`src/rtl/pc_sequencer.sv`:
```
// Program counter and next-PC selection for the head of IF: exception, pending redirect, JR, jump, branch, sequential.
// Optional return-address stack enabled by defining RAS_EN.
module pc_sequencer #(
    parameter int              ADDR_W    = 32,
    parameter logic [ADDR_W-1:0] RESET_VEC = ADDR_W'(32'h0000_0000),
    parameter logic [ADDR_W-1:0] EXC_VEC   = ADDR_W'(32'h8000_0180),
    parameter int              RAS_DEPTH = 4
) (
    input  logic              clk,
    input  logic              reset,
    input  logic              stall_i,
    input  logic              branch_i,
    input  logic              bne_i,
    input  logic              zero_i,
    input  logic [ADDR_W-1:0] imm_i,
    input  logic              jump_i,
    input  logic              link_i,
    input  logic [25:0]       instr26_i,
    input  logic              jr_i,
    input  logic              ret_i,
    input  logic [ADDR_W-1:0] rs_val_i,
    input  logic              exc_i,
    output logic [ADDR_W-1:0] pc_o,
    output logic [ADDR_W-1:0] pc_plus4_o,
    output logic              pc_valid_o,
    output logic              redirect_o,
    output logic              misalign_o,
    output logic              ras_empty_o
);

    localparam logic [ADDR_W-1:0] LOW28_MASK = ADDR_W'(28'hFFF_FFFF);

    logic [ADDR_W-1:0] pc_r;
    logic              pc_valid_r;
    logic              redirect_r;
    logic              misalign_r;
    logic              pend_valid_r;
    logic [ADDR_W-1:0] pend_tgt_r;
    logic              pend_mis_r;

    logic [ADDR_W-1:0] pc_plus4_s;
    logic              br_tk_s;
    logic [ADDR_W-1:0] br_tgt_s;
    logic [ADDR_W-1:0] jmp_tgt_s;
    logic [ADDR_W-1:0] jr_raw_s;
    logic              jr_mis_s;
    logic [ADDR_W-1:0] jr_tgt_s;
    logic              req_s;
    logic [ADDR_W-1:0] req_tgt_s;
    logic              req_mis_s;
    logic              ras_hit_s;
    logic              push_s;
    logic              pop_s;

    logic [ADDR_W-1:0] pc_nxt_s;
    logic              redirect_nxt_s;
    logic              misalign_nxt_s;
    logic              pend_valid_nxt_s;
    logic [ADDR_W-1:0] pend_tgt_nxt_s;
    logic              pend_mis_nxt_s;

    assign pc_plus4_s = pc_r + ADDR_W'(4);
    assign br_tk_s    = branch_i & (zero_i ^ bne_i);
    assign br_tgt_s   = pc_plus4_s + (imm_i << 2);
    assign jmp_tgt_s  = (pc_plus4_s & ~LOW28_MASK) | ADDR_W'({instr26_i, 2'b00});

`ifdef RAS_EN
    localparam int SP_W  = (RAS_DEPTH > 1) ? $clog2(RAS_DEPTH) : 1;
    localparam int CNT_W = $clog2(RAS_DEPTH + 1);

    logic [ADDR_W-1:0] ras_r [RAS_DEPTH];
    logic [SP_W-1:0]   ras_sp_r;
    logic [CNT_W-1:0]  ras_cnt_r;
    logic [SP_W-1:0]   ras_top_idx_s;

    assign ras_top_idx_s = ras_sp_r - SP_W'(1);
    assign ras_empty_o   = (ras_cnt_r == CNT_W'(0));
    assign ras_hit_s     = ret_i & ~ras_empty_o;
    assign jr_raw_s      = ras_hit_s ? ras_r[ras_top_idx_s] : rs_val_i;
`else
    assign ras_empty_o = 1'b1;
    assign ras_hit_s   = 1'b0;
    assign jr_raw_s    = rs_val_i;
`endif

    assign jr_mis_s = (jr_raw_s[1:0] != 2'b00);
    assign jr_tgt_s = jr_mis_s ? EXC_VEC : jr_raw_s;

    // Select the highest-priority redirect request among JR, jump and taken branch
    always_comb begin
        req_s     = 1'b0;
        req_tgt_s = pc_plus4_s;
        req_mis_s = 1'b0;
        if (jr_i) begin
            req_s     = 1'b1;
            req_tgt_s = jr_tgt_s;
            req_mis_s = jr_mis_s;
        end else if (jump_i) begin
            req_s     = 1'b1;
            req_tgt_s = jmp_tgt_s;
        end else if (br_tk_s) begin
            req_s     = 1'b1;
            req_tgt_s = br_tgt_s;
        end else begin
            req_s     = 1'b0;
        end
    end

    // Push only for a JAL actually loaded; a return pops whenever its JR is taken (applied or latched)
    assign push_s = jump_i & link_i & ~jr_i & ~exc_i & ~stall_i & ~pend_valid_r;
    assign pop_s  = jr_i & ras_hit_s & ~exc_i & ~pend_valid_r;

    // Next-state selection for PC, flush/misalign pulses and the pending-redirect latch
    always_comb begin
        pc_nxt_s         = pc_r;
        redirect_nxt_s   = 1'b0;
        misalign_nxt_s   = 1'b0;
        pend_valid_nxt_s = pend_valid_r;
        pend_tgt_nxt_s   = pend_tgt_r;
        pend_mis_nxt_s   = pend_mis_r;
        if (exc_i) begin
            pc_nxt_s         = EXC_VEC;
            redirect_nxt_s   = 1'b1;
            pend_valid_nxt_s = 1'b0;
            pend_mis_nxt_s   = 1'b0;
        end else if (stall_i) begin
            if (!pend_valid_r && req_s) begin
                pend_valid_nxt_s = 1'b1;
                pend_tgt_nxt_s   = req_tgt_s;
                pend_mis_nxt_s   = req_mis_s;
            end else begin
                pend_valid_nxt_s = pend_valid_r;
            end
        end else if (pend_valid_r) begin
            pc_nxt_s         = pend_tgt_r;
            redirect_nxt_s   = 1'b1;
            misalign_nxt_s   = pend_mis_r;
            pend_valid_nxt_s = 1'b0;
            pend_mis_nxt_s   = 1'b0;
        end else if (req_s) begin
            pc_nxt_s       = req_tgt_s;
            redirect_nxt_s = 1'b1;
            misalign_nxt_s = req_mis_s;
        end else begin
            pc_nxt_s = pc_plus4_s;
        end
    end

    // PC, output pulses and pending latch registers
    always_ff @(posedge clk or negedge reset) begin
        if (!reset) begin
            pc_r         <= RESET_VEC;
            pc_valid_r   <= 1'b0;
            redirect_r   <= 1'b0;
            misalign_r   <= 1'b0;
            pend_valid_r <= 1'b0;
            pend_tgt_r   <= '0;
            pend_mis_r   <= 1'b0;
        end else begin
            pc_r         <= pc_nxt_s;
            pc_valid_r   <= 1'b1;
            redirect_r   <= redirect_nxt_s;
            misalign_r   <= misalign_nxt_s;
            pend_valid_r <= pend_valid_nxt_s;
            pend_tgt_r   <= pend_tgt_nxt_s;
            pend_mis_r   <= pend_mis_nxt_s;
        end
    end

`ifdef RAS_EN
    // Circular return-address stack; a push when full overwrites the oldest slot
    always_ff @(posedge clk or negedge reset) begin
        if (!reset) begin
            for (int i = 0; i < RAS_DEPTH; i++) begin
                ras_r[i] <= '0;
            end
            ras_sp_r  <= '0;
            ras_cnt_r <= '0;
        end else if (push_s) begin
            ras_r[ras_sp_r] <= pc_plus4_s;
            ras_sp_r        <= ras_sp_r + SP_W'(1);
            if (ras_cnt_r != CNT_W'(RAS_DEPTH)) begin
                ras_cnt_r <= ras_cnt_r + CNT_W'(1);
            end else begin
                ras_cnt_r <= ras_cnt_r;
            end
        end else if (pop_s) begin
            ras_sp_r  <= ras_top_idx_s;
            ras_cnt_r <= ras_cnt_r - CNT_W'(1);
        end else begin
            ras_sp_r  <= ras_sp_r;
            ras_cnt_r <= ras_cnt_r;
        end
    end
`else
    logic unused_s;
    assign unused_s = ret_i ^ link_i ^ push_s ^ pop_s;
`endif

    assign pc_o       = pc_r;
    assign pc_plus4_o = pc_plus4_s;
    assign pc_valid_o = pc_valid_r;
    assign redirect_o = redirect_r;
    assign misalign_o = misalign_r;

endmodule

```
`config.mk`:
```
export PLATFORM = sky130hd
export DESIGN_NAME = pc_sequencer
export DESIGN_NICKNAME = d
export VERILOG_FILES = /design/src/rtl/pc_sequencer.sv
export SDC_FILE = /design/constraint.sdc
export NUM_CORES = 1
export LEC_CHECK = 0
export BUFFER_PORTS_ARGS = -buffer_cell sky130_fd_sc_hd__buf_4
export CAP_MARGIN = 15
export CORE_ASPECT_RATIO = 2
export CORE_MARGIN = 2
export CORE_UTILIZATION = 45
export DETAILED_ROUTE_END_ITERATION = 6
export GPL_TIMING_DRIVEN = 0
export PLACE_DENSITY = 0.7
export SLEW_MARGIN = 10
export SYNTH_ARGS = -nofsm -noshare
export SYNTH_HDL_FRONTEND = slang
export SYNTH_SLANG_ARGS = --single-unit
```
`constraint.sdc`:
```
create_clock -name clk -period 4.3 [get_ports clk]
set_clock_uncertainty 0.2 [all_clocks]
set_input_delay 0.86 -clock clk [delete_from_list [all_inputs] [get_ports clk]]
set_output_delay 0.86 -clock clk [all_outputs]
set_load 0.1 [all_outputs]
```
==> out/qor.csv <==
stage,metric,value,unit
timing,Worst Tran Pin Value,0.962,ns
critical_path,Top delay family on crit path,simple AND/OR/NAND/NOR gates,
place,gpl congestion,0.937,
grt,first-pass GRT wire length,37.4,mm
synth,synth warn,0,
final_layout,number of diodes,0,
timing,Peak Freq,234,MHz
grt,Overall Global Routing Usage,34.1,%
power,Pleak,0.00414,uW
detailed_routing,via/cell ratio,6.19,
power,net load switching power,1140,uW
detailed_routing,Total Wirelength,25.5,mm
floorplan,die footprint,14500,um2
clock_tree,Root Driver,clkbuf_16,
timing,minimum clock period,4.28,ns
job,max cap viols,0,
floorplan,Die Width,86.0,um
outcome,status,completed,
synth,area of the mapped netlist,6050,um2
synth,Synth Flop Type,dfrtp_1,
power,share of total power in combinational logic,42.8,%
grt,"Remaining Overflow, GRT",0,
synth,Mapped Cells,767,
timing,Final Hold Fails,0,
floorplan,die height,168,um
grt,vias in the first global route,6643,
synth,Avg Inst Size Synth,7.89,um2
critical_path,CP Data Arrival Time,4.28,ns
synth,"Seq/Total Area, Yosys",28.5,%
final_layout,area of the multi-input gates,4920,um2
grt,initial antenna violation count,0,
timing,final setup fails,0,
clock_tree,CTS tree,yes,
final_layout,fillers,1081,
clock_tree,clk_lat worst skew,0.34,ns
critical_path,"Critical Path, Cell by Cell","and4_4, nand4_1, buf_6, nor2_4, nand4_1, xnor2_4, ha_4, a21oi_2, o21ai_2, a32o_2, or3_4, and4b_1, or3_1, a21oi_2, o31ai_1",
detailed_routing,DR vias,7084,
final_layout,Post-Route Utilization,68.3,%
floorplan,starting density of the core,45.6,%
place,pre-CTS WS,-0.659,ns
final_layout,"commonest cells after routing, fill and taps aside","buf_4 (203), nand2_1 (95), o21ai_0 (63)",
timing,Final Max Slew Viols,0,
power,Clock power frac,29.1,%
synth,Synth async-reset ratio,100,%
place,DP HPWL,19.5,mm
critical_path,WP data required,4.30,ns
synth,Post-synth EDFFs,0,
clock_tree,H-tree levels,3,
timing,worst setup margin,0.0238,ns
place,port buffer count,162,
power,internal power,1690,uW
floorplan,num rows,60,
synth,Unique masters post-synth,68,
timing,worst rel slew slack,35.7,%
timing,Final period util,99.4,%
floorplan,Top Ports,169,
detailed_routing,detailed-route DRC error count,0,
power,Peak supply drop,367,uV
final_layout,Final Net Count,1122,
clock_tree,clock buffer depth,2,
floorplan,CORE AREA,13300,um2
critical_path,Crit Path Category,flop to flop,
final_layout,"most common cell after layout, fill and taps aside",buf_4,
detailed_routing,Post-DRT Antenna Nets,0,
critical_path,Crit. End Element,flop,
final_layout,FF/Latch Area,1790,um2
hold_path,hold crit path type,flop to flop,
synth,register bit total from synthesis,69,
critical_path,Worst path max stage delay,0.41,ns
detailed_routing,Starting DRT DRC Count,600,
final_layout,Syn-to-layout area delta,49.9,%
critical_path,CP startpoint kind,flop,
clock_tree,clock slew at reported path FFs,0.06,ns
detailed_routing,drt first pass iters,5,
detailed_routing,WL/cell,22.3,um
power,pwr dens,312,nW/um2
power,Seq pwr share,28.2,%
final_layout,layout cell share with drive strength beyond 1,34.7,%
critical_path,CP max-delay cell,dfrtp_4,
clock_tree,"Hold-fix buffers, CTS",0,
grt,largest net degree at the start of global routing,70,
clock_tree,cts bufs inserted,9,
timing,Fin Setup TNS,0,ns
power,sw frac,40.4,%
timing,RSZ-0062 raised after global routing,true,
clock_tree,clk sink count,69,
critical_path,worst-path fanout max,7,
critical_path,worst path buffer plus inverter count,1,
[tightest hold or removal path: stages (launching register included)]
cell     delay [ns]
dfrtp_1        0.33
nand2_1        0.05
o21ai_0        0.06
[metrics by stage]
| step | instances | total power (uW) | hold WS, ns | cell area (um2) |
|---|---|---|---|---|
| global placement | 1085 | 1910 | 0.255 | 8080 |
| floorplan | 768 | 1590 | 0.240 | 6670 |
| global route | 1144 | 2940 | 0.304 | 9070 |
| CTS | 1117 | 2760 | 0.275 | 8620 |
| detailed placement | 1085 | 1920 | 0.263 | 8080 |
| finish | 1144 | 2830 | 0.272 | 9070 |
[final cells by class]
class	count	area share [%]
Inverter	26	1.08
Tap cell	155	2.14
Timing Repair Buffer	205	17.4
Sequential cell	69	19.7
Clock inverter	5	0.910
Multi-Input combinational cell	635	54.2
Buffer	38	1.85
Clock buffer	11	2.79
[logic make-up after synthesis]
group,share of synthesized area [%]
other cells,0.0619
buf+inv,4.20
mux,3.70
simple gates,19.9
fa+ha+maj,7.77
compound gates,28.4
xor+xnor,7.38
flops,28.5
[power groups by stage]
stage	registers, uW	clock network [uW]	logic (uW)
final	798	823	1210
after global routing	806	859	1280
after CTS	799	828	1140
after detailed placement	821	0	1100
after global placement	816	0	1090
after floorplan	956	0	637
[final timing paths]
path | startpoint | to | slack, ns | cells past startpoint
worst min-delay path | pend_tgt_r[12] | pend_tgt_r[12] | 0.27 | 2
max in group asynchronous | reset | pc_o[9] | 2.77 | 1
worst max register to register | pc_o[13] | pend_tgt_r[31] | 0.02 | 15
worst min register to register | pend_tgt_r[12] | pend_tgt_r[12] | 0.27 | 2
worst max-delay path | pc_o[13] | pend_tgt_r[31] | 0.02 | 15
min in group asynchronous | reset | pend_tgt_r[0] | 0.43 | 1
[per-layer routing]
metal  GRT usage, %  share of wire (%)  vias up
met2           55.2                 49      414
met1           43.9                 38     3329
met3           4.66                8.4       86
li1               -                  -     3255
met5              0                  0        -
met4           17.5                4.7        0
[synthesized netlist by cell type (all sizes together), types with 12 or more instances]
library cell	instances	area, um2
inv	26	97.6
o21ai	69	345
ha	36	450
nand2	96	360
dfrtp	69	1730
a211oi	12	103
clkbuf	28	105
a21o	25	189
xnor2	29	254
xor2	22	193
nor2	66	248
nand3	19	95.1
a31oi	20	125
a21oi	65	325
[sequential cells by signal, summed over array words and instances, names as in the netlist]
name / count
redirect_o: 1
pend_tgt_r: 32
pc_valid_o: 1
pc_o: 32
misalign_o: 1
pend_valid_r: 1
pend_mis_r: 1
[repair_timing]
item	4_1_cts	5_1_grt
cloned	0	0
setup endpoints to repair	21	18
setup buffers	16	27
endpoints found under the hold margin	0	0
pin swaps	13	37
resized for setup	22	42
(Power assumes the default switching activity.)
